### config.mk
export PLATFORM = sky130hd
export DESIGN_NAME = v_hier_qmon
export DESIGN_NICKNAME = d
export VERILOG_FILES = /design/src/rtl/v_hier_qmon.sv
export SDC_FILE = /design/constraint.sdc
export NUM_CORES = 1
export LEC_CHECK = 0
export ABC_AREA = 1
export CORE_UTILIZATION = 35
export CTS_CLUSTER_DIAMETER = 50
export DETAILED_ROUTE_END_ITERATION = 8
export MAX_ROUTING_LAYER = met4
export PLACE_DENSITY = 0.6
export SYNTH_ARGS = -nofsm -noshare
export SYNTH_HDL_FRONTEND = slang
export SYNTH_SLANG_ARGS = --single-unit
export TNS_END_PERCENT = 10
### constraint.sdc
create_clock -name clk -period 2.3 [get_ports clk]
set_input_delay 0.46 -clock clk [delete_from_list [all_inputs] [get_ports clk]]
set_output_delay 0.46 -clock clk [all_outputs]
set_load 0.02 [all_outputs]
### src/rtl/v_hier_qmon.sv
// v_hier_qmon: change monitor for the 4-bit qvec bus coming from v_hier_sub.
//
// qvec is sampled on every rising clock edge. When a sample differs from the
// one before it, an {old, new} record is pushed into a small first-word-fall-
// through FIFO. The consumer drains that FIFO with a valid/ready handshake.
// A saturating change counter and a sticky overflow flag are kept for debug.
//
// Ports:
//   clk        in   sole clock, rising edge
//   rst_n      in   asynchronous active-low reset
//   enable     in   monitor enable; when low, sampling stops and the monitor re-primes
//   clr        in   synchronous clear of chg_count and overflow
//   qvec       in   [3:0] monitored bus
//   rec_valid  out  FIFO holds at least one record
//   rec_ready  in   consumer takes the head record this cycle
//   rec_data   out  [7:0] head record {old_qvec, new_qvec}
//   fifo_level out  [$clog2(DEPTH):0] number of records held
//   chg_count  out  [CNTW-1:0] saturating count of detected changes
//   overflow   out  sticky: a record was dropped because the FIFO was full
module v_hier_qmon #(
    parameter int DEPTH = 4,
    parameter int CNTW  = 8
) (
    input  logic                   clk,
    input  logic                   rst_n,
    input  logic                   enable,
    input  logic                   clr,
    input  logic [3:0]             qvec,
    output logic                   rec_valid,
    input  logic                   rec_ready,
    output logic [7:0]             rec_data,
    output logic [$clog2(DEPTH):0] fifo_level,
    output logic [CNTW-1:0]        chg_count,
    output logic                   overflow
);
    localparam int AW = $clog2(DEPTH);
    localparam logic [AW:0] FULL_LEVEL = (AW+1)'(DEPTH);

    typedef enum logic {UNPRIMED, ARMED} state_t;

    state_t          state_reg, state_next;
    logic [3:0]      q_prev_reg;
    logic [7:0]      mem [DEPTH];
    logic [AW:0]     wr_ptr_reg, rd_ptr_reg;
    logic [CNTW-1:0] cnt_reg;
    logic            ovf_reg;

    logic change, full, pop, do_write, drop;

    // Next-state and change detection. Only an ARMED monitor can see a
    // change, so the first sample after reset or re-enable never produces one.
    always_comb begin
        state_next = state_reg;
        change     = 1'b0;
        if (!enable) begin
            state_next = UNPRIMED;
        end else begin
            state_next = ARMED;
            change     = (state_reg == ARMED) && (qvec != q_prev_reg);
        end
    end

    always_ff @(posedge clk or negedge rst_n) begin
        if (!rst_n) begin
            state_reg  <= UNPRIMED;
            q_prev_reg <= 4'h0;
        end else begin
            state_reg <= state_next;
            if (enable)
                q_prev_reg <= qvec;
        end
    end

    // Pointers carry one extra bit so that full (level == DEPTH) and empty
    // (level == 0) are distinguishable; their difference is the level.
    assign fifo_level = wr_ptr_reg - rd_ptr_reg;
    assign full       = (fifo_level == FULL_LEVEL);
    assign rec_valid  = (fifo_level != '0);
    assign pop        = rec_valid & rec_ready;
    // A pop in the same cycle frees the slot, so a push into a full FIFO
    // only fails when nothing leaves.
    assign do_write   = change & (~full | pop);
    assign drop       = change & full & ~pop;

    // Storage is not reset; rec_data is forced to zero while empty so no
    // stale entry is ever presented.
    assign rec_data = rec_valid ? mem[rd_ptr_reg[AW-1:0]] : 8'h00;

    always_ff @(posedge clk) begin
        if (do_write)
            mem[wr_ptr_reg[AW-1:0]] <= {q_prev_reg, qvec};
    end

    always_ff @(posedge clk or negedge rst_n) begin
        if (!rst_n) begin
            wr_ptr_reg <= '0;
            rd_ptr_reg <= '0;
        end else begin
            if (do_write)
                wr_ptr_reg <= wr_ptr_reg + 1'b1;
            if (pop)
                rd_ptr_reg <= rd_ptr_reg + 1'b1;
        end
    end

    // Dropped records still count. clr beats an increment, but a drop in the
    // clr cycle still raises overflow.
    always_ff @(posedge clk or negedge rst_n) begin
        if (!rst_n) begin
            cnt_reg <= '0;
            ovf_reg <= 1'b0;
        end else begin
            if (clr)
                cnt_reg <= '0;
            else if (change && (cnt_reg != {CNTW{1'b1}}))
                cnt_reg <= cnt_reg + 1'b1;

            if (drop)
                ovf_reg <= 1'b1;
            else if (clr)
                ovf_reg <= 1'b0;
        end
    end

    assign chg_count = cnt_reg;
    assign overflow  = ovf_reg;

endmodule

Word-level counts from Yosys, hierarchy flattened

Memories as Yosys holds them, arrays and structs flattened.
Index checks and enable logic that the tools add are counted.

Flip-flop bits (word level): 20
Logic and storage cells: 35
Memory bits (writable): 32
Memories kept: 1
Output and inout port bits: 21

Memory list:

| name | words | bits a word | rd ports | clocked after memory_dff | write ports | line | source |
|---|---|---|---|---|---|---|---|
| mem  | 4     | 8           | 1        | 0                        | 1           | 43   | `logic [7:0] mem [DEPTH];` |

Eq/ne operators: 3
Reductions and logical operators: 5
Bitwise logic cells: 7
$add $sub $neg: 4
Multiplexer cells: 9

Operators by type and width:

| cell                                                           | number |
|---|---|
| 8-bit 2-to-1 mux                                               | 3 |
| 8-bit by 1-bit adder with 8-bit output (second input constant) | 1 |
| 8-bit != test (second input constant)                          | 1 |
| 3-bit by 1-bit adder with 3-bit output (second input constant) | 2 |
| 1-bit 2-to-1 mux                                               | 6 |
| 1-bit AND                                                      | 4 |
| 4-bit != test                                                  | 1 |
| 2-bit nonzero test                                             | 2 |
| 3-bit == test (second input constant)                          | 1 |
| 3-bit nonzero test                                             | 1 |
| 3-bit subtractor                                               | 1 |
| 1-bit logical AND                                              | 2 |
| 1-bit NOT                                                      | 2 |
| 1-bit OR                                                       | 1 |

Longest topological paths before layout

Gate-level depths: netlist (run 1).

Word-level depth: 7
Gate-level depth with buffers: 10

Worst setup path after synthesis (run 1)

No wires, ideal clock.

Path kind: register to register
From: reg wr_ptr_reg[0]
To: mem mem[0][0], enable pin
Arrival time: 2.033 ns
Setup slack: -0.104 ns
Library setup time: 0.371 ns
Cell stages (with the launch flop): 9
Period minus slack after synthesis: 2.404 ns
Path through: dfrtp_1 inv_1 ha_1 fa_1 inv_1 nor3_1 nand3_1 nand3_2 nor2_1

Longest elaborated chain between the ends: 7
Elaborated cells on any way between the ends: 9
Classes of those cells: 1 x add/sub; 1 x eq/ne; 2 x mux; 4 x bitwise; 1 x reduce/logical

Ends and longest elaborated chain:

| element                                                    | line   | source |
|---|---|---|
| start, declared                                            | 44     | `logic [AW:0] wr_ptr_reg, rd_ptr_reg;` |
| start signal, assigned                                     | 100    | `wr_ptr_reg <= wr_ptr_reg + 1'b1;` |
| 3-bit subtractor (*)                                       | 76     | `assign fifo_level = wr_ptr_reg - rd_ptr_reg;` |
| via fifo_level[1]                                          | 32     | `output logic [$clog2(DEPTH):0] fifo_level,` |
| 3-bit nonzero test / 3-bit == test (equally long branches) | 78, 77 |  |
| 1-bit AND / 1-bit NOT (equally long branches)              | 79, 82 |  |
| 1-bit OR (*)                                               | 82     | `assign do_write = change & (~full \| pop);` |
| 1-bit AND (*)                                              | 82     |  |
| 1-bit 2-to-1 mux (*)                                       | 90     | `if (do_write)` |
| 1-bit 2-to-1 mux (implied by the code) (*)                 | 91     | `mem[wr_ptr_reg[AW-1:0]] <= {q_prev_reg, qvec};` |
| end, declared                                              | 43     |  |

The timed path passes the listed nets; every way through them passes the cells marked *.

Worst setup path after layout (run 1)

From: reg wr_ptr_reg[0]
To: out rec_data[3]

Longest elaborated chain between the ends: 3

Ends and longest elaborated chain:

| element            | line | source |
|---|---|---|
| 3-bit subtractor   | 76   |  |
| 3-bit nonzero test | 78   | `assign rec_valid = (fifo_level != '0);` |
| 8-bit 2-to-1 mux   | 87   | `assign rec_data = rec_valid ? mem[rd_ptr_reg[AW-1:0]] : 8'h00;` |
| end, declared      | 31   | `output logic [7:0] rec_data,` |

No other way between the ends.

==> key figures, run 1 <==
Status
  • Outcome: complete, but fails checks
  • Failing checks: setup timing

STA
  • Setup slack after layout: -101 ps
  • Crit share post-route: 104%
  • # setup viols final: 12
  • Worst slew pin tran: between 300 and 400 ps
  • Worst clock skew: 4.39 ps
  • Final number of hold-violating endpoints: 0
  • Final Max Tran Viols: 0
  • Final min period: approximately 2400 ps
  • RSZ-0062 raised after global routing: true
  • Hold Slack: around 480 ps
  • Maximum clock frequency: 416 MHz
  • Slew headroom: between 70% and 80%

Routing
  • DR WL/cell: roughly 12 µm
  • Initial drt markers: 144
  • DR pass1 iterations: 4
  • Routed WL: between 5000 and 6000 µm
  • DRT antenna net count: 0
  • Vias: 1,920
  • DRC: 0
  • Vias per cell: ~4.6

Placement
  • GP Congestion: ~0.8
  • Port Buffer Count: 29
  • Placed cells: about 400
  • DP HPWL: roughly 3400 µm
  • Placed Area: a little over 0.003 mm²

CTS
  • Cts hold-fix bufs: 0
  • Clk root buf: clkbuf_8
  • Clk pin slew, worst setup/hold paths: 100 ps
  • Worst-Skew Late Latency: between 300 and 400 ps
  • Number of buffers created by CTS: 5
  • Clock sinks: 52
  • H-Tree Depth: 2
  • CTS tree: built
  • Max Root-Sink Buffers: 2

Worst setup path
  • CP delay by family, top: adder cells
  • Critical path required time: 1840 ps
  • Crit path largest cell delay: about 610 ps
  • Max Fanout on Critical Path: 5
  • Buf/Inv on CP: 3
  • R2R Path End: mem[2][3]
  • Reg2reg start: wr_ptr_reg[0]
  • Slowest CP cell: fa_2
  • Data arrival, critical path: between 1500 and 2000 ps
  • Reg2Reg Depth: 8
  • Worst Setup End Kind: output port
  • Critical Path, Cell by Cell: inv_2 -> ha_4 -> fa_2 -> nand3_4 -> nand2_1 -> inv_1 -> buf_6
  • Worst Setup SP: wr_ptr_reg[0]
  • CP Launch Type: flop
  • Critical path type: flop to output port
  • Slack of the worst reg-to-reg path: 0 ps

Pwr
  • Peak supply drop: between 0.3 and 0.4 mV
  • LEAKAGE: about 1.5 nW
  • PwrDens: 1230 mW/mm²

Global routing
  • All-Layer GR Usage: 15.6%
  • Vias in the first global route: 1,800
  • Global-route wire length before repair: 8700 µm
  • Initial antenna violation count: 0
  • Congestion Overflow GR: 0
  • Largest net degree at the start of global routing: 21

Die
  • Die area: approximately 0.0076 mm²
  • Ports: 30
  • Die W: 87.5 µm
  • Core box area: 0.00691 mm²
  • Initial Utilization: 37.0%
  • Die height: about 87 µm
  • Rows: 30

Yosys
  • Syn_nets: around 290
  • Mapped Area: between 0.002 and 0.003 mm²
  • Cell count after synthesis: ~270
  • Post-synthesis sequential area ratio: a little under three fifths
  • Top FF cell, synth: edfxtp_1
  • Netlist cell types: 29
  • Synth Register Bits: 52
  • Ys async rst share: about two fifths
  • Post-synth EDFFs: 32
  • Mean post-synth cell area: between 9 and 10 µm²
  • Synthesis warning total: 0

Layout
  • Final instance area: 0.00329 mm²
  • Core Util, Final: between 40% and 50%
  • Max reg flops: 32
  • Antenna cells: 0
  • Post-Layout Cell Count: roughly 420
  • Share of cells above drive strength 1: about a fifth
  • Synthesis-to-finish area growth: 28.6%
  • NumNets Final: approximately 340

Job
  • Max_cap viols: 0

Hold path
  • Worst hold path type: input pin to asynchronous set/reset pin
[worst reg2reg max path: cells and delay by family, from the launching register on]
kind | cells | cell delay [ps]
flops | 1 | 420
buf+inv | 2 | 220
simple gates | 4 | 730
fa+ha+maj | 2 | 630
[worst max path at each step]
stage | slack [ps] | endpoint | cells past startpoint
6_report | -100 | rec_data[3] | 7
2_1_floorplan | -100 | mem[0][0] | 8
4_1_cts | -130 | mem[2][2] | 7
3_5_place_dp | -310 | rec_data[3] | 10
3_3_place_gp | -270 | rec_data[3] | 10
5_1_grt | -180 | rec_data[2] | 10
[per-layer routing]
| layer | wire length, µm | track usage, % |
|---|---|---|
| met1 | 2470 | 20.5 |
| met2 | 2480 | 24.4 |
| met3 | 152 | 2.84 |
| met4 | 76 | 4.92 |
| met5 | 0 | - |
[cells in the final DEF, fill, tap and decap left out, types with 6 or more instances in the layout]
cell type and instances:
edfxtp_1 32, inv_1 32, dfrtp_1 20, o21ai_0 13, nand2_1 64, buf_2 6
nand3_1 13, nor2_1 35, clkdlybuf4s50_1 18, o32ai_1 8, ha_1 6, buf_4 23
[repair_timing]
| action | CTS | global route |
|---|---|---|
| resized for setup | 67 | 11 |
| cloned | 1 | 0 |
| pin swaps | 10 | 5 |
| setup buffers | 2 | 2 |
| endpoints found under the setup margin | 43 | 45 |
[power by group]
part / total, mW / leakage (nW) / internal, mW / switching (mW)
clock: 0.546 / 0.0463 / 0.224 / 0.323
combinational: 2.29 / 0.883 / 0.977 / 1.32
sequential: 1.22 / 0.549 / 1.13 / 0.0889
[area by class of cell]
| class | instances | area, µm² |
|---|---|---|
| flip-flops and latches | 52 | 1460 |
| repair buffers | 53 | 459 |
| inverters | 39 | 148 |
| well taps | 96 | 120 |
| fillers | 657 | 3620 |
| multi-input cells | 171 | 1000 |
| clock buffers | 5 | 68.8 |
| clock inverters | 3 | 27.5 |
[stage by stage]
step / setup TNS [ps] / setup WS, ps / power [mW]
5_1_grt: -3590 / -175 / 4.35
2_1_floorplan: -3330 / -104 / 2.40
3_3_place_gp: -9460 / -269 / 3.20
4_1_cts: -4460 / -127 / 3.98
6_report: -751 / -101 / 4.06
3_5_place_dp: -11000 / -315 / 3.23
[Yosys cell counts (7+ instances only)]
| master | number | area share [%] |
|---|---|---|
| nand2_1 | 67 | 9.8 |
| nor2_1 | 39 | 5.7 |
| inv_1 | 35 | 5.1 |
| edfxtp_1 | 32 | 38 |
| dfrtp_1 | 20 | 20 |
| nand3_1 | 14 | 2.7 |
| o21ai_0 | 13 | 2.5 |
| o32ai_1 | 8 | 2.7 |
| ha_1 | 7 | 3.4 |
[logic make-up after synthesis]
logic type	Yosys count	share of synthesized area (%)
fa+ha+maj	8	4.21
xor+xnor	4	1.37
simple gates	133	23.4
compound gates	25	6.07
flops	52	57.2
buf+inv	47	7.78
Power figures use the tool's default switching activity.
==> run 2: changes to the inputs <==
--- a/config.mk
+++ b/config.mk
@@ -7,6 +7,7 @@
 export LEC_CHECK = 0
 export ABC_AREA = 1
 export CORE_UTILIZATION = 35
+export CTS_BUF_LIST = sky130_fd_sc_hd__clkbuf_4 sky130_fd_sc_hd__clkbuf_8
 export CTS_CLUSTER_DIAMETER = 50
 export DETAILED_ROUTE_END_ITERATION = 8
 export MAX_ROUTING_LAYER = met4
==> results of run 2 <==
Final layout, timing and power as in run 1 (identical DEF).
==> run 3: changes to the inputs <==
--- a/config.mk
+++ b/config.mk
@@ -10,8 +10,11 @@
 export CTS_BUF_LIST = sky130_fd_sc_hd__clkbuf_4 sky130_fd_sc_hd__clkbuf_8
 export CTS_CLUSTER_DIAMETER = 50
 export DETAILED_ROUTE_END_ITERATION = 8
+export GPL_ROUTABILITY_DRIVEN = 0
 export MAX_ROUTING_LAYER = met4
 export PLACE_DENSITY = 0.6
+export RECOVER_POWER = 25
+export SETUP_SLACK_MARGIN = 0.15
 export SYNTH_ARGS = -nofsm -noshare
 export SYNTH_HDL_FRONTEND = slang
 export SYNTH_SLANG_ARGS = --single-unit
==> run 3 against run 2 <==
Net effect:
- the flow still finishes with violations (setup timing)
- sequential cell count unchanged
- utilization up 0.11 points
- register-to-register slack better by 60 ps
==> key figures, run 3 (synthesized netlist as in run 1, its figures left out) <==
CTS
  • Max Root-Sink Buffers: 2 (unchanged)
  • H-Tree Depth: 2 (unchanged)
  • Number of buffers created by CTS: 5 (unchanged)
  • Cts hold-fix bufs: 0 (unchanged)
  • CTS tree: built (unchanged)
  • Clk pin slew, worst setup/hold paths: 100 ps (about the same)
  • Clk root buf: clkbuf_8 (unchanged)
  • Worst-Skew Late Latency: 310 ps (about the same)
  • Clock sinks: 52 (unchanged)

Pwr
  • Comb pwr share: 57.6% (was 56.5%)
  • Clock power share: 13.2% (was 13.5%)
  • Internal power: 2.40 mW (was 2.33 mW)
  • Pwr Total: 4.14 mW (was 4.06 mW)
  • Peak supply drop: 0.384 mV (was 0.322 mV)
  • PwrDens: 1250 mW/mm² (was 1230 mW/mm²)
  • Switching share of power: 42.1% (was 42.6%)
  • Part of the power in registers: 29.2% (was 30.0%)
  • LEAKAGE: 1.48 nW (about the same)
  • P_sw: 1.74 mW (was 1.73 mW)

Routing
  • Vias: 1,892 (was 1,920)
  • DR WL/cell: 11.8 µm (was 12.4 µm)
  • Initial drt markers: 70 (was 144)
  • Routed WL: 4970 µm (was 5180 µm)
  • DRC: 0 (unchanged)
  • DR pass1 iterations: 4 (unchanged)
  • Vias per cell: 4.48 (was 4.58)
  • DRT antenna net count: 0 (unchanged)

Global routing
  • Initial antenna violation count: 0 (unchanged)
  • Vias in the first global route: 1,875 (was 1,800)
  • Global-route wire length before repair: 8710 µm (was 8700 µm)
  • Largest net degree at the start of global routing: 21 (unchanged)
  • Congestion Overflow GR: 0 (unchanged)
  • All-Layer GR Usage: 15.5% (was 15.6%)

Layout
  • Post-Layout Cell Count: 422 (was 419)
  • Final instance area: 0.00330 mm² (was 0.00329 mm²)
  • Synthesis-to-finish area growth: 28.9% (was 28.6%)
  • Storage cell area: 0.00146 mm² (unchanged)
  • Commonest non-fill, non-tap cell in the layout: nand2_1 (unchanged)
  • Share of cells above drive strength 1: 23.3% (was 21.1%)
  • Max reg flops: 32 (unchanged)
  • Fill count: 668 (was 657)
  • Commonest non-fill, non-tap cells in the layout: nand2_1 (62), nor2_1 (35), edfxtp_1 (32), inv_1 (29), buf_4 (26) (was nand2_1 (64), nor2_1 (35), inv_1 (32), edfxtp_1 (32), buf_4 (23))
  • Antenna cells: 0 (unchanged)
  • Multi-input gate area: 0.00101 mm² (was 0.00100 mm²)
  • NumNets Final: 342 (was 339)
  • Core Util, Final: 47.7% (was 47.6%)

Worst setup path
  • CP Launch Type: flop (unchanged)
  • Critical path type: flop to output port (unchanged)
  • R2R Path End: mem[2][2] (was mem[2][3])
  • Worst Setup End Kind: output port (unchanged)
  • Critical path required time: 1840 ps (about the same)
  • Reg2reg start: wr_ptr_reg[0] (unchanged)
  • Worst setup path endpoint: fifo_level[2] (was rec_data[3])
  • Worst Setup SP: wr_ptr_reg[0] (unchanged)
  • Max Fanout on Critical Path: 3 (was 5)
  • Data arrival, critical path: 1940 ps (about the same)
  • Reg2Reg Depth: 9 (was 8)
  • Slack of the worst reg-to-reg path: 60 ps (was 0 ps)

STA
  • Final number of hold-violating endpoints: 0 (unchanged)
  • Worst slew pin tran: 1150 ps (was 339 ps)
  • # setup viols final: 9 (was 12)
  • Final Max Tran Viols: 0 (unchanged)
  • Maximum clock frequency: 416 MHz (about the same)
  • Crit share post-route: 104% (about the same)
  • Hold Slack: 548 ps (was 483 ps)
  • Slew headroom: 23.6% (was 77.3%)
  • Setup slack after layout: -102 ps (was -101 ps)
  • Final min period: 2400 ps (about the same)
  • Worst clock skew: 7.29 ps (was 4.39 ps)
  • RSZ-0062 raised after global routing: true (unchanged)

Die
  • Ports: 30 (unchanged)
  • Initial Utilization: 37.0% (unchanged)
  • Core box area: 0.00691 mm² (unchanged)
  • Rows: 30 (unchanged)
  • Die height: 87.5 µm (unchanged)
  • Die W: 87.5 µm (unchanged)
  • Die area: 0.00765 mm² (unchanged)

Job
  • Max_cap viols: 0 (unchanged)

Placement
  • DP HPWL: 3410 µm (was 3420 µm)
  • Placed cells: 409 (was 406)
  • Placed Area: 0.00314 mm² (was 0.00307 mm²)
  • Port Buffer Count: 29 (unchanged)

Hold path
  • Worst hold path type: flop to flop (was input pin to asynchronous set/reset pin)

Status
  • Failing checks: setup timing (unchanged)
  • Outcome: complete, but fails checks (unchanged)
==> run 3: cell types whose count changed in the layout (fill, tap and decap cells not counted), sizes merged <==
| cell | before | now |
|---|---|---|
| dlygate4sd3 | 0 | 1 |
| clkdlybuf4s50 | 18 | 16 |
| clkbuf | 5 | 6 |
| dlygate4sd2 | 0 | 1 |
| buf | 35 | 37 |
==> run 3: what timing repair did <==
action | CTS | global route
setup endpoints to repair | 46 | 47
setup buffers | 1 | 3
pin swaps | 14 | 6
cloned | 1 | 0
resized for setup | 63 | 9
==> run 3: worst min path at each step <==
stage | startpoint | to | slack [ps] | depth (start not counted)
6_report | overflow | overflow | 550 | 2
5_1_grt | q_prev_reg[1] | mem[2][5] | 580 | 0
4_1_cts | rst_n | chg_count[1] | 490 | 2
3_5_place_dp | overflow | overflow | 510 | 2
3_3_place_gp | overflow | overflow | 500 | 2
2_1_floorplan | rst_n | chg_count[0] | 160 | 0
==> run 3: per-layer routing <==
metal	global-route usage (%)	wire, µm	vias up
met5	-	0	-
met2	24.9	2450	34
met1	20.2	2310	864
met4	4.02	44	0
li1	-	-	988
met3	2.84	167	6
==> run 3: metrics by stage <==
stage | TNS (ps) | setup WS [ps]
5_1_grt | -1710 | -190
4_1_cts | -886 | -109
6_report | -611 | -102
3_5_place_dp | -2640 | -302
2_1_floorplan | 0 | 155
3_3_place_gp | -2260 | -270
==> run 3: power groups by stage <==
| stage | Clock, mW | Combinational, mW | Sequential [mW] |
|---|---|---|---|
| finish | 0.544 | 2.38 | 1.21 |
| global route | 0.603 | 2.62 | 1.23 |
| CTS | 0.556 | 2.29 | 1.21 |
| detailed placement | 0 | 2.14 | 1.23 |
| global placement | 0 | 2.11 | 1.23 |
| floorplan | 0 | 1.23 | 1.24 |
==> run 3: area by class of cell <==
cell class	instances	share of cell area, %
sequential	52	44.3
multi-input combinational	171	30.5
timing repair buffer	56	14.1
inverter	39	4.48
tap	96	3.64
clock buffer	5	2.09
clock inverter	3	0.835
==> run 3: worst max-delay path: stages, from the launching register on <==
cell and delay [ps]:
dfrtp_1 380, inv_2 60, ha_4 150, fa_2 360
nand2_1 150, nand2_4 100, buf_4 140, buf_4 120
inv_1 40, buf_2 150
